## src/rtl/instr_prefetch.sv

```systemverilog
// Sequential opcode/operand byte prefetcher feeding the control FSM; optional PREFETCH_PERF_EN adds discard_cnt.
// Latency: first byte valid MEM_LAT+1 cycles after ISSUE; steady rate one byte per MEM_LAT+1 cycles.
// Backpressure: byte_ready low holds the head stable; a full FIFO parks the fetcher in HOLD until a pop.

// Small synchronous FIFO with flush; pointers carry an extra wrap bit.
// Latency: a pushed entry is visible at the head the cycle after the push.
// Backpressure: push is dropped only when full with no simultaneous pop.
module prefetch_fifo #(
    parameter int DEPTH = 4,
    parameter int W     = 24
) (
    input  logic                     clk,
    input  logic                     rst_n,
    input  logic                     flush,
    input  logic                     push,
    input  logic [W-1:0]             wdata,
    input  logic                     pop,
    output logic [W-1:0]             rdata,
    output logic [$clog2(DEPTH):0]   count
);
    localparam int AW = $clog2(DEPTH);

    logic [W-1:0] store [DEPTH];
    logic [AW:0]  wr_ptr;
    logic [AW:0]  rd_ptr;
    logic         full;
    logic         empty;
    logic         do_push;
    logic         do_pop;

    assign empty   = (wr_ptr == rd_ptr);
    assign full    = (wr_ptr[AW] != rd_ptr[AW]) && (wr_ptr[AW-1:0] == rd_ptr[AW-1:0]);
    assign do_pop  = pop && !empty;
    // A pop in the same cycle frees the slot the push needs.
    assign do_push = push && (!full || do_pop);
    assign count   = wr_ptr - rd_ptr;
    // Head reads as zero when empty so the outputs are clean after reset.
    assign rdata   = empty ? '0 : store[rd_ptr[AW-1:0]];

    // Pointer update; flush discards everything, including a same-cycle push or pop.
    always_ff @(posedge clk or negedge rst_n) begin
        if (!rst_n) begin
            wr_ptr <= '0;
            rd_ptr <= '0;
        end else if (flush) begin
            wr_ptr <= '0;
            rd_ptr <= '0;
        end else begin
            if (do_push) wr_ptr <= wr_ptr + (AW+1)'(1);
            if (do_pop)  rd_ptr <= rd_ptr + (AW+1)'(1);
        end
    end

    // Data storage needs no reset; the head is masked while empty.
    always_ff @(posedge clk) begin
        if (do_push && !flush) store[wr_ptr[AW-1:0]] <= wdata;
    end
endmodule

module instr_prefetch #(
    parameter int          DEPTH     = 4,
    parameter int          MEM_LAT   = 1,
    parameter logic [15:0] RESET_VEC = 16'h0000
) (
    input  logic        clk,
    input  logic        rst_n,
    output logic [15:0] mem_addr,
    output logic        mem_cs,
    output logic        mem_oe,
    input  logic [7:0]  mem_rdata,
    output logic        byte_valid,
    output logic [7:0]  byte_data,
    output logic [15:0] byte_pc,
    input  logic        byte_ready,
    input  logic        redirect,
`ifdef PREFETCH_PERF_EN
    output logic [15:0] discard_cnt,
`endif
    input  logic [15:0] redirect_addr
);
    localparam int          CW       = $clog2(DEPTH) + 1;
    localparam logic [2:0]  LAT_INIT = 3'(MEM_LAT);

    typedef enum logic [1:0] {ST_ISSUE, ST_WAIT, ST_HOLD} state_t;

    state_t        state_q;
    state_t        state_d;
    logic [15:0]   fetch_pc_q;
    logic [2:0]    lat_cnt_q;
    logic [CW-1:0] fifo_count;
    logic [23:0]   fifo_rdata;
    logic          fifo_full;
    logic          pop;
    logic          has_slot;
    logic          push;
    logic          lat_load;
    logic          rd_req;

    assign fifo_full  = (fifo_count == CW'(DEPTH));
    assign byte_valid = (fifo_count != '0);
    assign pop        = byte_valid && byte_ready;
    assign has_slot   = !fifo_full || pop;
    assign {byte_data, byte_pc} = fifo_rdata;
    assign mem_cs     = 1'b1;
    assign mem_addr   = fetch_pc_q;
    // Reset holds ISSUE with an empty FIFO; keep the strobe quiet until reset is released.
    assign mem_oe     = rd_req && rst_n;

    prefetch_fifo #(
        .DEPTH (DEPTH),
        .W     (24)
    ) u_fifo (
        .clk   (clk),
        .rst_n (rst_n),
        .flush (redirect),
        .push  (push),
        .wdata ({mem_rdata, fetch_pc_q}),
        .pop   (pop),
        .rdata (fifo_rdata),
        .count (fifo_count)
    );

    // FSM state register.
    always_ff @(posedge clk or negedge rst_n) begin
        if (!rst_n) state_q <= ST_ISSUE;
        else        state_q <= state_d;
    end

    // Next state, read strobe and push; redirect overrides everything.
    always_comb begin
        state_d  = state_q;
        rd_req   = 1'b0;
        lat_load = 1'b0;
        push     = 1'b0;
        case (state_q)
            ST_ISSUE: begin
                if (has_slot) begin
                    rd_req   = 1'b1;
                    lat_load = 1'b1;
                    state_d  = ST_WAIT;
                end else begin
                    state_d  = ST_HOLD;
                end
            end
            ST_WAIT: begin
                rd_req = 1'b1;
                if (lat_cnt_q == 3'd1) begin
                    push    = 1'b1;
                    state_d = ST_ISSUE;
                end
            end
            ST_HOLD: begin
                if (pop) state_d = ST_ISSUE;
            end
            default: state_d = ST_ISSUE;
        endcase
        if (redirect) begin
            state_d  = ST_ISSUE;
            lat_load = 1'b0;
            push     = 1'b0;
        end
    end

    // Read latency countdown; cleared by redirect so an abandoned read cannot complete.
    always_ff @(posedge clk or negedge rst_n) begin
        if (!rst_n)                                     lat_cnt_q <= '0;
        else if (redirect)                              lat_cnt_q <= '0;
        else if (lat_load)                              lat_cnt_q <= LAT_INIT;
        else if (state_q == ST_WAIT && lat_cnt_q != '0) lat_cnt_q <= lat_cnt_q - 3'd1;
    end

    // Fetch address: reload on redirect, advance (with 16-bit wrap) on every push.
    always_ff @(posedge clk or negedge rst_n) begin
        if (!rst_n)        fetch_pc_q <= RESET_VEC;
        else if (redirect) fetch_pc_q <= redirect_addr;
        else if (push)     fetch_pc_q <= fetch_pc_q + 16'd1;
    end

`ifdef PREFETCH_PERF_EN
    logic [16:0] disc_sum;
    assign disc_sum = {1'b0, discard_cnt} + 17'(fifo_count);

    // Bytes thrown away by redirects, saturating; the in-flight read is not counted.
    always_ff @(posedge clk or negedge rst_n) begin
        if (!rst_n)        discard_cnt <= '0;
        else if (redirect) discard_cnt <= disc_sum[16] ? 16'hFFFF : disc_sum[15:0];
    end
`endif
endmodule
```

## config.mk

```make
export PLATFORM = sky130hd
export DESIGN_NAME = instr_prefetch
export DESIGN_NICKNAME = d
export VERILOG_FILES = /design/src/rtl/instr_prefetch.sv
export SDC_FILE = /design/constraint.sdc
export NUM_CORES = 1
export LEC_CHECK = 0
export ABC_CLOCK_PERIOD_IN_PS = 5130
export CAP_MARGIN = 10
export CORE_UTILIZATION = 50
export CTS_BUF_LIST = sky130_fd_sc_hd__clkbuf_16
export CTS_CLUSTER_SIZE = 30
export DETAILED_ROUTE_END_ITERATION = 6
export HOLD_SLACK_MARGIN = 0.08
export PLACE_DENSITY_LB_ADDON = 0.08
export SYNTH_ARGS = -nofsm -noshare
export SYNTH_HDL_FRONTEND = slang
export SYNTH_SLANG_ARGS = --single-unit
```

## constraint.sdc

```tcl
create_clock -name clk -period 5.13 [get_ports clk]
set_input_delay 0.513 -clock clk [delete_from_list [all_inputs] [get_ports clk]]
set_output_delay 0.513 -clock clk [all_outputs]
set_load 0.01 [all_outputs]
```

==> results <==
- In this run the worst path has a maximum fanout of 28.
- The critical path capture point type is an output pin.
- The count of standard-cell rows is 37.
- The startpoint-to-endpoint class of the critical path is register to output pin.
- The most critical setup path has its startpoint at u_fifo.rd_ptr[0].
- The number of nets produced by synthesis is roughly 370.
- From bottom edge to top edge, the die measures 105 um.
- CTS built an H-tree with a depth of 4.
- In this run the remaining antenna-violating nets after routing total 0.
- Synthesis instantiated between 40 and 50 different standard cells from the library.
- For this run, the post-layout net count is ~450.
- The area growth from synthesis to layout is 27.9%.
- Summing the areas of all compound-gate instances in the mapped netlist gives a little over 4% of the synthesized area.
- In the routed layout, each cell is associated on average with a via count of between 5 and 6.
- Of the total power, combinational logic draws 15.5%.
- In this run the power density over the cells is between 400 and 500 nW/um^2.
- Counting both buffers and inverters, the worst setup path holds a total of 1.
- The worst supply voltage drop on vdd is 326 uV.
- The cell area after synthesis is 5350 um^2.
- Synthesis inferred around 120 register bits.
- Summed over all cells, the static leakage comes to 2.35 nW.
- Summing the areas of all and, or, nand and nor instances in the mapped netlist gives ~11% of the synthesized area.
- The first global-routing pass estimated about 17000 um of wire.
- The post-cts repair resize count is 0.
- The diode insertion count for antenna repair is 0.
- After clock tree synthesis, the clock-pin slew on the worst setup and hold paths is around 60 ps.
- In this run the worst setup path terminates at byte_pc[0].
- The synthesized netlist devotes between 2 and 2.5% of its cell area to XOR and XNOR gates.
- The delay of the slowest critical-path stage is 940 ps.
- The maximum clock frequency is between 200 and 300 MHz.
- The path class of the tightest hold or removal check is primary input to async pin.
- Ranked by total cell area, the synthesized netlist is headed by sky130_fd_sc_hd__edfxtp_1 54%, sky130_fd_sc_hd__dfrtp_1 13%, sky130_fd_sc_hd__mux4_2 10%, sky130_fd_sc_hd__nor2b_1 2.8%, sky130_fd_sc_hd__ha_1 2.6%.
- The startpoint class of the critical path is a register.
- Once the floorplan was initialized, standard cells occupied approximately half of the core.
- The final-report max-slew violation count is 0.
- The register-to-register setup slack is roughly 2100 ps.
- The most numerous cell in the Yosys netlist is sky130_fd_sc_hd__edfxtp_1.
- The total overflow reported by the global router is 0.
- The dominant combinational cell family by area after synthesis is multiplexers.
- The number of hold buffers added after CTS is 0.
- After detailed routing, the number of remaining DRC violations is 0.
- In the final layout, the multi-input gates occupy approximately 1700 um^2.
- The clock network accounts for about 44% of the total power.
- The area of all sequential standard cells is 3560 um^2.
- The sum of negative setup slack is 0 ps.
- TritonCTS built the clock tree.
- The endpoint of the lowest-slack register-to-register path is u_fifo.store[0][16].
- The share of power burned in registers is just over 40%.
- The count of buffers added on input and output ports is roughly 70.
- The via count of the routed design is 3064.
- The worst flop-to-flop path startpoint is u_fifo.rd_ptr[0].
- The max-cap check violation count is 0.
- The ratio of final minimum period to clock period is between 70% and 80%.
- The clock period minus final worst setup slack is approximately 3900 ps.
- The signal on the critical path passes through ha_1 > nand2_1 > nor2_2 > nor2b_1 > clkdlybuf4s50_1.
- The detailed-placement wirelength estimate is 6310 um.
- The highest-delay cell along the critical path is sky130_fd_sc_hd__dfrtp_2.
- The transition time at the pin with the least slew margin is between 1000 and 1500 ps.
- The sequential fraction of the synthesis area is 66.5%.
- During synthesis, Yosys emitted a total of 0 warnings.
- Setup repair after global routing left no endpoint under its margin.
- The cell type with the largest total area after synthesis is sky130_fd_sc_hd__edfxtp_1.
- The later pin in the worst-skew pair is clocked with a latency of ~410 ps.
- The required time of the worst setup path is ~4600 ps.
- The post-synthesis area per instance is between 15 and 20 um^2.
- The post-synthesis cell count is 334.
- The violation count after the first detailed-route iteration is approximately 110.
- The number of placed I/O pins is just over 70.
- Counting the buffers created by CTS gives 17.
- The final number of hold-violating endpoints came to 0.
- The number of cells on the critical path is 5.
- Cells with a size suffix above 1 make up roughly 18% of the layout.
- The detailed-routing iteration count for the pre-antenna-repair pass is 4.
- The internal portion of the total power is 2.24 mW.
- Entering global routing, the biggest net connects 34 pins.
- After synthesis, the most frequently instantiated cells are 96 x sky130_fd_sc_hd__edfxtp_1, 27 x sky130_fd_sc_hd__dfrtp_1, 24 x sky130_fd_sc_hd__mux4_2, 24 x sky130_fd_sc_hd__nor2b_1, 18 x sky130_fd_sc_hd__nand2_1.
- The analysis attributes to net switching a power of between 600 and 700 uW.
- The area share of the leading cell type in the synthesized netlist is between 50 and 60%.
- The adder-cell area share of the yosys netlist is around 2.6%.
- The die is around 110 um wide.
- The die covers between 10000 and 15000 um^2.
- The largest clock skew in the final design is approximately 11 ps.
- Data on the critical path arrives at its endpoint at 3360 ps.
- The via count of the first global-routing pass is around 3100.
- The last weighted congestion value of the routability-driven placer is between 0.7 and 0.8.
- After detailed routing, the average wire length per cell comes to ~18 um.
- Headroom to the max-slew limit came out at 24.8%.
- Final hold analysis gives a worst-case slack of between 400 and 500 ps.
- The path depth of the worst reg2reg path is 6.
- The number of flops mapped to enable cells by yosys is 96.
- In the synthesized netlist, mux cells make up around 11% of the area.
- The flow ran to the end, and the final reports show no timing, DRC or antenna violations.
- The fill cell instance count of the final layout is 770.
- The all-layer global routing usage is between 20% and 30%.
- The initial antenna violation count is 0.
- The clock passes through at most 2 buffers.
- Summed over all layers, the routed wires come to 10200 um.
- Setup violations remaining at the end of the flow were counted as 0.
- Broken down by cell family, the worst path's largest delay share belongs to simple AND/OR/NAND/NOR gates.
- The area of the core region is 10400 um^2.
- The most used flip-flop cell after synthesis is sky130_fd_sc_hd__edfxtp_1.
- The switching part of the total power is between 20% and 30%.
- The share of flip-flops with an asynchronous set or reset is a little over a fifth.
- For this design, the sink count on the clock tree is 123.
- In this run the post-CTS setup repair buffer count came out at 0.
- The clock tree root buffer cell is sky130_fd_sc_hd__clkbuf_16.
flip-flops by register name, summed over array words and instances, names as in the netlist:
register       cells
mem_addr          16
lat_cnt_q          3
state_q            2
u_fifo.store      96
u_fifo.rd_ptr      3
u_fifo.wr_ptr      3
layer usage:
layer / global-route usage (%) / vias to the layer above / wire (um)
li1: - / 1449 / -
met1: 27.3 / 1519 / 4580
met2: 32.3 / 84 / 5030
met3: 5.69 / 12 / 454
met4: 8.25 / 0 / 142
met5: 0 / - / 0
kinds of logic after synthesis:
group                      Yosys count
AOI/OAI and AO/OA                   33
xor gates and xnor gates            13
adders and majority gates           11
buffers and inverters               26
DFF                                123
muxes                               30
other                                1
and+or+nand+nor                     97
placed cells by master (no fill, tap or decap), types with 6 or more instances in the layout:
cell type                          n
sky130_fd_sc_hd__mux4_2           24
sky130_fd_sc_hd__nand2_1          18
sky130_fd_sc_hd__buf_4             8
sky130_fd_sc_hd__clkdlybuf4s50_1  69
sky130_fd_sc_hd__nor2_1            9
sky130_fd_sc_hd__dfrtp_1          26
sky130_fd_sc_hd__nor2b_1          24
sky130_fd_sc_hd__nor4_1            6
sky130_fd_sc_hd__clkbuf_16        17
sky130_fd_sc_hd__edfxtp_1         96
sky130_fd_sc_hd__inv_1            13
sky130_fd_sc_hd__o21ai_0          13
sky130_fd_sc_hd__ha_1             11
sky130_fd_sc_hd__xnor2_1           6
sky130_fd_sc_hd__xor2_1            7
worst min-delay path by stage:
stage                startpoint               end
6_report                  rst_n      mem_addr[10]
5_1_grt                   rst_n      mem_addr[10]
4_1_cts                   rst_n       mem_addr[8]
3_5_place_dp   u_fifo.wr_ptr[2]  u_fifo.wr_ptr[2]
3_3_place_gp   u_fifo.wr_ptr[0]  u_fifo.wr_ptr[0]
2_1_floorplan             rst_n      lat_cnt_q[0]
per-stage QoR:
step / total power [mW] / utilization (%) / setup WS [ps] / std cells / cell area [um^2]
final: 2.94 / 66.0 / 1260 / 564 / 6840
after global routing: 3.06 / 66.0 / 825 / 564 / 6840
after CTS: 2.97 / 66.0 / 1110 / 564 / 6840
after detailed placement: 1.67 / 59.7 / 1560 / 532 / 6190
after global placement: 1.66 / 59.7 / 1640 / 532 / 6190
after floorplan: 1.46 / - / 360 / 334 / 5350
final cells by class:
cell class	instances	area share [%]
clock inverters	15	3.27
repair buffers	77	11.0
clock buffers	17	6.22
flip-flops and latches	123	52.0
inverters	11	0.603
well taps	136	2.49
multi-input cells	185	24.4
power by group through the flow:
stage               Combinational, mW  Sequential, mW  Clock, mW
CTS                             0.461            1.19       1.31
detailed placement              0.460            1.21          0
global placement                0.454            1.21          0
finish                          0.455            1.19       1.29
floorplan                       0.279            1.18          0
global route                    0.496            1.20       1.36
No activity file was read; power rests on OpenSTA's default activity.
